--- src/rtl/audio_slow_sequencer.sv ---
// rtl/audio_slow_sequencer.sv - slow-playback sample sequencer feeding an interpolation divider
module audio_slow_sequencer #(
  parameter int SPEED_MAX = 8
) (
  input  logic        i_clk,
  input  logic        i_rst,
  input  logic        i_start,
  input  logic        i_stop,
  input  logic        i_interp,
  input  logic [3:0]  i_speed,
  input  logic        i_in_valid,
  input  logic [15:0] i_in_data,
  output logic        o_in_ready,
  output logic [15:0] o_div_prev,
  output logic [15:0] o_div_curr,
  output logic [3:0]  o_div_divisor,
  input  logic [15:0] i_div_quotient,
  output logic        o_out_valid,
  output logic [15:0] o_out_data,
  input  logic        i_out_ready,
  output logic        o_busy
);

  localparam logic [3:0] SPEED_MAX_L = 4'(SPEED_MAX);

  typedef enum logic [1:0] {
    S_IDLE,
    S_FETCH,
    S_LOAD,
    S_EMIT
  } state_t;

  state_t      state_q, state_d;
  logic [15:0] prev_q, prev_d;
  logic [15:0] curr_q, curr_d;
  logic [15:0] acc_q, acc_d;
  logic [15:0] q_q, q_d;
  logic [3:0]  k_q, k_d;
  logic [3:0]  speed_q, speed_d;
  logic        interp_q, interp_d;
  logic [3:0]  speed_clamped;

  // Legal slowdown range is 1..SPEED_MAX; out-of-range requests are pinned to the nearest end.
  always_comb begin
    speed_clamped = i_speed;
    if (i_speed == 4'd0) begin
      speed_clamped = 4'd1;
    end else if (i_speed > SPEED_MAX_L) begin
      speed_clamped = SPEED_MAX_L;
    end
  end

  // State and datapath registers with synchronous reset.
  always_ff @(posedge i_clk) begin
    if (i_rst) begin
      state_q  <= S_IDLE;
      prev_q   <= '0;
      curr_q   <= '0;
      acc_q    <= '0;
      q_q      <= '0;
      k_q      <= '0;
      speed_q  <= '0;
      interp_q <= 1'b0;
    end else begin
      state_q  <= state_d;
      prev_q   <= prev_d;
      curr_q   <= curr_d;
      acc_q    <= acc_d;
      q_q      <= q_d;
      k_q      <= k_d;
      speed_q  <= speed_d;
      interp_q <= interp_d;
    end
  end

  // Next-state and handshake logic; stop in any active state preempts everything else.
  always_comb begin
    state_d    = state_q;
    prev_d     = prev_q;
    curr_d     = curr_q;
    acc_d      = acc_q;
    q_d        = q_q;
    k_d        = k_q;
    speed_d    = speed_q;
    interp_d   = interp_q;
    o_in_ready = 1'b0;

    if (state_q != S_IDLE && i_stop) begin
      state_d = S_IDLE;
    end else begin
      case (state_q)
        S_IDLE: begin
          if (i_start && !i_stop) begin
            speed_d  = speed_clamped;
            interp_d = i_interp;
            prev_d   = '0;
            curr_d   = '0;
            state_d  = S_FETCH;
          end
        end
        S_FETCH: begin
          o_in_ready = 1'b1;
          if (i_in_valid) begin
            prev_d  = curr_q;
            curr_d  = i_in_data;
            acc_d   = curr_q;
            k_d     = '0;
            state_d = S_LOAD;
          end
        end
        S_LOAD: begin
          // Divider has now seen the new prev/curr pair; capture its step size.
          q_d     = i_div_quotient;
          state_d = S_EMIT;
        end
        S_EMIT: begin
          if (i_out_ready) begin
            acc_d = acc_q + q_q;
            if (k_q == speed_q - 4'd1) begin
              state_d = S_FETCH;
            end else begin
              k_d = k_q + 4'd1;
            end
          end
        end
        default: state_d = S_IDLE;
      endcase
    end
  end

  // Outputs come only from registered state, so ready/valid inputs never reach them.
  always_comb begin
    o_out_valid   = (state_q == S_EMIT);
    o_out_data    = '0;
    if (state_q == S_EMIT) begin
      o_out_data = interp_q ? acc_q : prev_q;
    end
    o_busy        = (state_q != S_IDLE);
    o_div_prev    = prev_q;
    o_div_curr    = curr_q;
    o_div_divisor = speed_q;
  end

endmodule

--- config.mk ---
export PLATFORM = sky130hd
export DESIGN_NAME = audio_slow_sequencer
export DESIGN_NICKNAME = d
export VERILOG_FILES = /design/src/rtl/audio_slow_sequencer.sv
export SDC_FILE = /design/constraint.sdc
export NUM_CORES = 1
export LEC_CHECK = 0
export CAP_MARGIN = 20
export CORE_AREA = 2 2 99 101
export CTS_CLUSTER_SIZE = 10
export DETAILED_ROUTE_END_ITERATION = 6
export DIE_AREA = 0 0 101 103
export PLACE_DENSITY = 0.8
export SYNTH_ARGS = -nofsm -noshare
export SYNTH_HDL_FRONTEND = slang
export SYNTH_SLANG_ARGS = --single-unit
--- constraint.sdc ---
create_clock -name i_clk -period 2.2 [get_ports i_clk]
set_input_delay 0.22 -clock i_clk [delete_from_list [all_inputs] [get_ports i_clk]]
set_output_delay 0.22 -clock i_clk [all_outputs]
set_load 0.01 [all_outputs]
* After elaboration in Yosys (flattened, before gate mapping)
Cells that the tools add are included.
** Word-level totals
- Bits in registers :: 75
- Input bits :: 43
- Output and inout bits :: 55
- Logic and storage cells :: 59
** Cells by class
- Add/subtract/negate cells :: 3
- Order comparisons :: 1
- Equal/unequal tests :: 9
- Mux-type cells :: 22
- Bitwise operators :: 1
- Reductions and logical operators :: 15
** Operators by type and width (count)
- two-way mux 16 bit :: 6
- case mux 16 bit (2 select lines) :: 3
- two-way mux 4 bit :: 5
- adder 16 bit :: 1
- AND reduction 4 bit :: 3
- two-way mux 2 bit :: 4
- case mux 2 bit (4 select lines) :: 1
- case mux 4 bit (2 select lines) :: 1
- != test 2 bit, second input constant :: 3
- nonzero test 2 bit :: 3
- AND reduction 5 bit :: 1
- adder 4 x 1 -> 4 bit, second input constant :: 1
- equality test 2 bit, second input constant :: 2
- equality test 4 bit :: 1
- > comparator 4 bit, second input constant :: 1
- logical NOT 4 bit :: 1
- != test 2 x 1 -> 1 bit, second input constant :: 2
- subtractor 4 x 1 -> 4 bit, second input constant :: 1
- AND reduction 3 bit :: 1
- equality test 2 x 1 -> 1 bit, second input constant :: 1
- logical AND 1 bit :: 2
- logical NOT 2 bit :: 1
- two-way mux 1 bit :: 2
- AND reduction 2 bit :: 1
- other kinds (3) :: 3

* Depth between registers and ports, before layout
- Depth after elaboration :: 5
- Mapped depth :: 11
- Gate-level depth less buffers :: 8

* Least setup slack after synthesis
Ideal clock, no wire load.
- Kind :: register -> register
- Start point :: reg acc_q[0]
- End point :: reg acc_q[14]
- Library setup time :: 0.120 ns
- Arrival time :: 2.033 ns
- Data required time :: 2.080 ns
- Slack :: 0.047 ns
- Stages on the path, launching flop included :: 9
- Path buffers :: 0
- Period minus slack after synthesis :: 2.153 ns
- Cells stage by stage :: dfxtp_1 > ha_1 > fa_1 > a21o_1 > a221oi_2 > o31ai_1 > o22ai_1 > nor4_1 > a211o_1
** On the way
- Cells in the longest elaborated chain, start to end :: 3
** RTL lines
- start: declaration :: line 36 : logic [15:0] acc_q, acc_d;
- start signal: assignment :: line 59 : acc_q <= '0;
- start signal: assignment :: line 68 : acc_q <= acc_d;
- adder 16 bit :: line 118 : acc_d = acc_q + q_q;
- two-way mux 16 bit :: line 117 : if (i_out_ready) begin
- case mux 16 bit (2 select lines) :: line 91 : case (state_q)
No other way between the ends. The select of a mux whose other input is x is not followed.
A chain may end at the register's enable or synchronous reset.

* Final worst setup path
- Start point :: reg acc_q[0]
- End point :: reg acc_q[12]
The elaborated chain is that of the path after synthesis.

==> summary.md <==
| Metric | Value |
|---|---|
| Result of the run | finished, final reports clean |
| Combined area of all synthesized cells | 0.00408 mm² |
| Dpl ws | -0.109 ns |
| Final hold violations | 0 |
| Clock tree skew after final layout | 0.0112 ns |
| Final Slew Violations | 0 |
| Final cycle utilization of the critical path | 0.983 |
| Portion of the post-synthesis area used by sequential elements | 0.368 |
| Summed negative setup slack over all endpoints | 0 ns |
| Max Cap Violations | 0 |
| Normalized max-slew margin | 0.623 |
| Number of instances in the synthesized netlist | 516 |
| Post-synthesis average cell area | 7.91 µm² |
| Class of the most critical hold timing path | in -> reg |
| Unique masters post-synth | 47 |
| Hold-fix buffers at CTS | 0 |
| Average via count per standard cell | 5.67 |
| Overall power of the completed layout | 4.80 mW |
| Largest net degree at the start of global routing | 33 |
| Share of final-layout standard cells stronger than drive strength 1 | 0.113 |
| Worst Setup Path Type | reg -> reg |
| Count of state elements after synthesis | 75 |
| Port-buffer cells | 97 |
| Top-Level Pins | 98 |
| All-layer global routing usage | 0.230 |
| Maximum vdd ir drop | 0.425 mV |
| Starting density of the core | 0.432 |
| CP Capture Type | register |
| Number of antenna violations at the first check in global routing | 0 |
| Data arrival time of the critical path | 2.45 ns |
| Detail Placement HPWL | between 8000 and 9000 µm |
| Initial detailed-routing violation count | 395 |
| Die height | 103 µm |
| TritonCTS clock tree | done |
| Routed Antenna Nets | 0 |
| Setup repair after global routing missed its margin | yes |
| Wire length of the first global-routing pass | about 19000 µm |
| Routed WL | approximately 12000 µm |
| Maximum buffer depth of the clock tree | 2 |
| Number of warnings reported in the yosys synthesis log | 0 |
| Number of placement rows | 36 |
| Via total after detailed routing | 4159 |
| Worst-Margin Slew | between 0.5 and 0.6 ns |
| Wire per inst | 16.7 µm |
| Drt drc | 0 |
| First drt pass iteration count | 5 |
| Root Buffer Master | sky130_fd_sc_hd__clkbuf_8 |
| Synth area leaders | sky130_fd_sc_hd__dfxtp_1 37%, sky130_fd_sc_hd__a21oi_1 9.2%, sky130_fd_sc_hd__nand2_1 7.8% |
| GP Congestion | 0.921 |
| Clock-pin slew reported for the worst setup and hold paths after clock tree synthesis | 0.09 ns |
| X dimension of the die | 101 µm |
| Flip-flop cell with the highest count after synthesis | sky130_fd_sc_hd__dfxtp_1 |
| Synthesized netlist net count | 582 |
| Nature of the critical path startpoint | register |
| Area share of the largest cell type after synthesis | 0.368 |
| Leakage power | 2.13 nW |
| Required @ worst endpoint | between 2 and 2.5 ns |
| Pwr Density | ~850 mW/mm² |
| Number of synthesized flops with an enable pin | 0 |
| Sequential standard cell area | 0.00151 mm² |
| Smallest setup slack after layout | 0.0370 ns |
| Max frequency | 462 MHz |
| Remaining Overflow, GRT | 0 |
| Number of H-tree levels | 3 |
| Area growth, synth to finish | 37.6% |
| Area of the multi-input gates | 0.00252 mm² |
| Number of global-route vias before repair | 3810 |
| Floorplan core area | 0.00946 mm² |
| Highest net fanout along the worst path | 3 |
| Number of failing setup endpoints in the final timing report | 0 |
| # clock sinks | 75 |
| Async set-or-reset flop fraction in the synthesized netlist | 0 |
| Insertion delay of the later-clocked pin in the worst-skew pair | between 0.3 and 0.4 ns |
| Final layout net count | between 600 and 700 |
| Area leader, netlist | sky130_fd_sc_hd__dfxtp_1 |
| N_diodes | 0 |
| Area of the die | about 0.010 mm² |
| Post-layout minimum cycle time | about 2.2 ns |
| Filler cells | 801 |
| Clock buffers created by TritonCTS | 9 |
## area by class of cell
class                           count  area share
Inverter                           10     0.00668
Tap cell                          114      0.0254
Timing Repair Buffer              123       0.213
Sequential cell                    75       0.268
Clock buffer                        9      0.0220
Clock inverter                      7      0.0160
Multi-Input combinational cell    396       0.449
## cells in the mapped netlist (4+ instances only)
master and count:
sky130_fd_sc_hd__a21oi_1 75, sky130_fd_sc_hd__clkbuf_1 28, sky130_fd_sc_hd__nand2_1 85, sky130_fd_sc_hd__ha_1 22
sky130_fd_sc_hd__nor3b_1 4, sky130_fd_sc_hd__a21o_1 5, sky130_fd_sc_hd__nor2_1 43, sky130_fd_sc_hd__o21ai_0 15
sky130_fd_sc_hd__buf_2 4, sky130_fd_sc_hd__nor3_1 8, sky130_fd_sc_hd__a211oi_1 9, sky130_fd_sc_hd__o21a_1 4
sky130_fd_sc_hd__nand3_1 37, sky130_fd_sc_hd__inv_1 10, sky130_fd_sc_hd__mux2i_1 28, sky130_fd_sc_hd__dfxtp_1 75
sky130_fd_sc_hd__xnor2_1 12
## worst max-delay path, cell delays in order (launching register included)
cell and delay [ns]:
sky130_fd_sc_hd__dfxtp_2 0.34, sky130_fd_sc_hd__ha_4 0.16, sky130_fd_sc_hd__fa_2 0.34, sky130_fd_sc_hd__a21o_1 0.20, sky130_fd_sc_hd__a221oi_4 0.32, sky130_fd_sc_hd__o31ai_4 0.11
sky130_fd_sc_hd__a31oi_1 0.27, sky130_fd_sc_hd__xnor2_1 0.12, sky130_fd_sc_hd__a221oi_2 0.21
## timing repair
action | in CTS | in global routing
pin swaps | 2 | 8
setup endpoints to repair | 21 | 21
setup buffers | 0 | 4
cloned | 0 | 1
gates resized for setup | 15 | 21
## logic make-up (layout without fill, tap and decap cells)
kind of cell | count (synthesis) | in the layout | synth area share
AO/OA/AOI/OAI | 130 | 130 | 0.193
XOR/XNOR | 16 | 16 | 0.0380
adder cells (fa/ha/maj) | 23 | 23 | 0.0723
buffers and inverters | 45 | 149 | 0.0426
flip-flops | 75 | 75 | 0.368
multiplexers | 28 | 28 | 0.0686
AND/OR/NAND/NOR | 199 | 199 | 0.218
## where the power goes
| group | internal (mW) | total, mW | switching, mW |
|---|---|---|---|
| registers | 1.54 | 1.74 | 0.204 |
| logic | 0.794 | 1.88 | 1.09 |
| clock network | 0.558 | 1.18 | 0.619 |
## registers in the layout, summed over array words and instances, names as in the netlist
| signal | cells |
|---|---|
| state_q | 2 |
| acc_q | 16 |
| o_div_curr | 16 |
| q_q | 16 |
| interp_q | 1 |
| k_q | 4 |
| o_div_divisor | 4 |
| o_div_prev | 16 |
## metal layers
metal | track usage | vias up | wire (µm)
met3 | 0.0441 | 24 | 736
met2 | 0.354 | 164 | 5630
met5 | 0 | - | 0
met4 | 0.0748 | 0 | 212
li1 | - | 2011 | -
met1 | 0.327 | 1960 | 5680
## path summary, 6_finish.rpt
path / startpoint / cells past startpoint / slack [ns] / end
max: acc_q[0] / 8 / 0.04 / acc_q[12]
min: i_rst / 2 / 0.32 / k_q[1]
max reg2reg: acc_q[0] / 8 / 0.04 / acc_q[12]
min reg2reg: q_q[13] / 2 / 0.47 / q_q[13]
## metrics by stage
| step | hold WS, ns | utilization | cell area [µm²] | instances |
|---|---|---|---|---|
| after floorplan | 0.356 | - | 4080 | 516 |
| final | 0.316 | 0.594 | 5620 | 734 |
| after global routing | 0.347 | 0.594 | 5620 | 734 |
| after global placement | 0.449 | 0.554 | 5240 | 713 |
| after detailed placement | 0.457 | 0.554 | 5240 | 713 |
| after CTS | 0.302 | 0.583 | 5510 | 729 |
## placed cells by master (no fill, tap or decap), types with 6 or more instances in the layout
| cell | count |
|---|---|
| sky130_fd_sc_hd__xnor2_1 | 12 |
| sky130_fd_sc_hd__nor2_1 | 43 |
| sky130_fd_sc_hd__ha_1 | 19 |
| sky130_fd_sc_hd__nor3_1 | 6 |
| sky130_fd_sc_hd__clkbuf_8 | 9 |
| sky130_fd_sc_hd__clkdlybuf4s50_1 | 87 |
| sky130_fd_sc_hd__dfxtp_1 | 70 |
| sky130_fd_sc_hd__a21oi_1 | 75 |
| sky130_fd_sc_hd__o21ai_0 | 12 |
| sky130_fd_sc_hd__a211oi_1 | 7 |
| sky130_fd_sc_hd__inv_1 | 10 |
| sky130_fd_sc_hd__nand2_1 | 85 |
| sky130_fd_sc_hd__nand3_1 | 37 |
| sky130_fd_sc_hd__buf_4 | 22 |
| sky130_fd_sc_hd__mux2i_1 | 28 |
Note: power is estimated with default switching activity, not from simulation.
==> RTL change: new RTL, same flow settings <==
`q_q` no longer has a reset.
--- a/src/rtl/audio_slow_sequencer.sv
+++ b/src/rtl/audio_slow_sequencer.sv
@@ -58,5 +58,4 @@
       curr_q   <= '0;
       acc_q    <= '0;
-      q_q      <= '0;
       k_q      <= '0;
       speed_q  <= '0;
@@ -67,9 +66,12 @@
       curr_q   <= curr_d;
       acc_q    <= acc_d;
-      q_q      <= q_d;
       k_q      <= k_d;
       speed_q  <= speed_d;
       interp_q <= interp_d;
     end
+  end
+
+  always_ff @(posedge i_clk) begin
+    q_q <= q_d;
   end
 
Check against the original RTL: no difference found for any inputs over 4 cycles, from zero or initial values and one cycle with i_rst high; that may be too few to reach the edited logic, so the function may still have changed.
==> RTL change against the unedited design <==
The flow now finishes with violations (negative setup slack); worst setup slack worse by 0.067 ns; sequential share of layout area grew 3.2 points; routed wire length shrank 5.2%; power grew 7.7%; final area decreased by 1.2%; sequential cell count unchanged; clock power down 20%; global-route usage shrank 0.54 points; area after synthesis fell by 2.3%; critical endpoint is now o_in_ready.
==> RTL change: results (changes against the unedited design) <==
placement:
  postPlaceCellArea_um2: 5176  # -1.3%
  place_ws_ns: -0.08337  # +0.02572 ns
  gp_congestion: 0.8619  # -6.4%
  hpwl_mm: 8.096  # -4.1%
critical_path:
  r2r_start: "state_q[0]$_SDFFE_PP0P_"
  critPathKind: "reg2out"
  crit_family: "buffers and inverters"
  startpoint: "state_q[1]$_SDFFE_PP0P_"
  crit_path_max_fanout: 17  # +14
  critPathMaxStageDelay_ns: 0.56  # +0.22 ns
  r2r-end: "acc_q[14]$_SDFFE_PP0P_"
  worstSetupEndpoint: "o_in_ready"
  arrival_ns: 2.01  # -0.44 ns
  reg2reg_setup_slack_ns: 0.02  # -0.02 ns
  cp_slowest_cell: "clkdlybuf4s50_1"
cells_and_area:
  layout-drive-gt1-share_pct: 12.68  # +1.4 points
  fillerInstances: 828  # +3.4%
  final_nets: 629  # -7.6%
synth:
  synthTopCellsByCount: "59 x dfxtp_1, 56 x a21oi_1, 52 x nand2_1"
  yosysUniqueCellTypes: 51  # +8.5%
  synth_fp_nets: 524  # -10%
  synth-edff-count: 16  # +16
  yosysSeqAreaShare_pct: 41.64  # +4.9 points
  synthTopCellsByArea: "dfxtp_1 30%, edfxtp_1 12%, a21oi_1 7.0%, ha_1 6.9%, mux2i_1 6.8%"
sta:
  setup_tns_ns: -0.02976  # -0.02976 ns
  fin_ws_ns: -0.02976  # -0.06676 ns
  max-slew-margin-rel_pct: 54.71  # -7.6 points
  skew_ns: 0.01049  # -0.0007027 ns
  setup_viol: 1  # +1
global_routing:
  grt_pass1_wl_mm: 18.22  # -4.2%
  grt_use_total_pct: 22.50  # -0.54 points
  grtUsageMet3_pct: 3.797  # -0.61 points
  grt_max_degree: 37  # +12%
  grt_use_met1_pct: 27.98  # -4.7 points
  grt_pass1_vias: 3630  # -4.7%
  use_met2_pct: 38.87  # +3.5 points
routing:
  wl_per_cell_um: 17.04  # +2.0%
  drtIter0Drc: 231  # -42%
  viasPerCell: 5.550  # -2.1%
outcome:
  status: "complete, but fails checks"
  failed_checks: "negative setup slack"
power_and_ir_drop:
  power.leakage_nw: 1.991  # -6.3%
  peakVddDrop_uv: 452.0  # +6.3%
  p_switching_mw: 2.040  # +6.7%
hold_path:
  hold_end: "o_div_divisor[3]$_SDFFE_PP0P_"
cts:
  root_buffer: "clkbuf_8"
## RTL change: per-stage QoR
stage / hold WS (ns) / std cells
6_report: 0.3833 / 682
4_1_cts: 0.3833 / 680
2_1_floorplan: 0.3189 / 458
5_1_grt: 0.4116 / 682
3_5_place_dp: 0.4640 / 662
3_3_place_gp: 0.4570 / 662
## RTL change: layout make-up
cell class                 instances  area [um2]  share of cell area [%]
multi-input combinational        344        2311                   41.62
inverter                           9       33.78                  0.6084
sequential                        75        1665                   29.99
timing repair buffer             124        1231                   22.17
clock inverter                     6       41.29                  0.7436
tap                              114       142.6                   2.569
clock buffer                      10       127.6                   2.298
## RTL change: routing by layer
metal	up-vias	part of all wire, %
met5	-	0
met4	0	2.5
met3	24	6.7
met2	161	49
met1	1754	42
li1	1846	-
## RTL change: timing repair
action / CTS / global route
pin swaps: 6 / 6
resized for setup: 14 / 20
buffers inserted: 1 / 1
gates cloned: 1 / 1
setup endpoints to repair: 22 / 21
## RTL change: kinds of logic (layout without fill, tap and decap cells)
logic type,count (synthesis),count (layout),share of synthesized area (%)
adder cells (fa/ha/maj),23,23,7.400
multiplexers,27,27,6.773
AND/OR/NAND/NOR,166,166,18.72
buffers and inverters,39,149,3.794
XOR/XNOR,17,17,4.108
AO/OA/AOI/OAI,111,111,17.56
flip-flops,75,75,41.64
## RTL change: power groups by stage
stage	registers [mW]	clock network [mW]	logic, mW
after floorplan	1.76	0	1.42
after global placement	1.80	0	2.04
after detailed placement	1.81	0	2.08
after CTS	1.79	0.957	2.25
after global routing	1.83	1.02	2.64
final	1.80	0.940	2.43
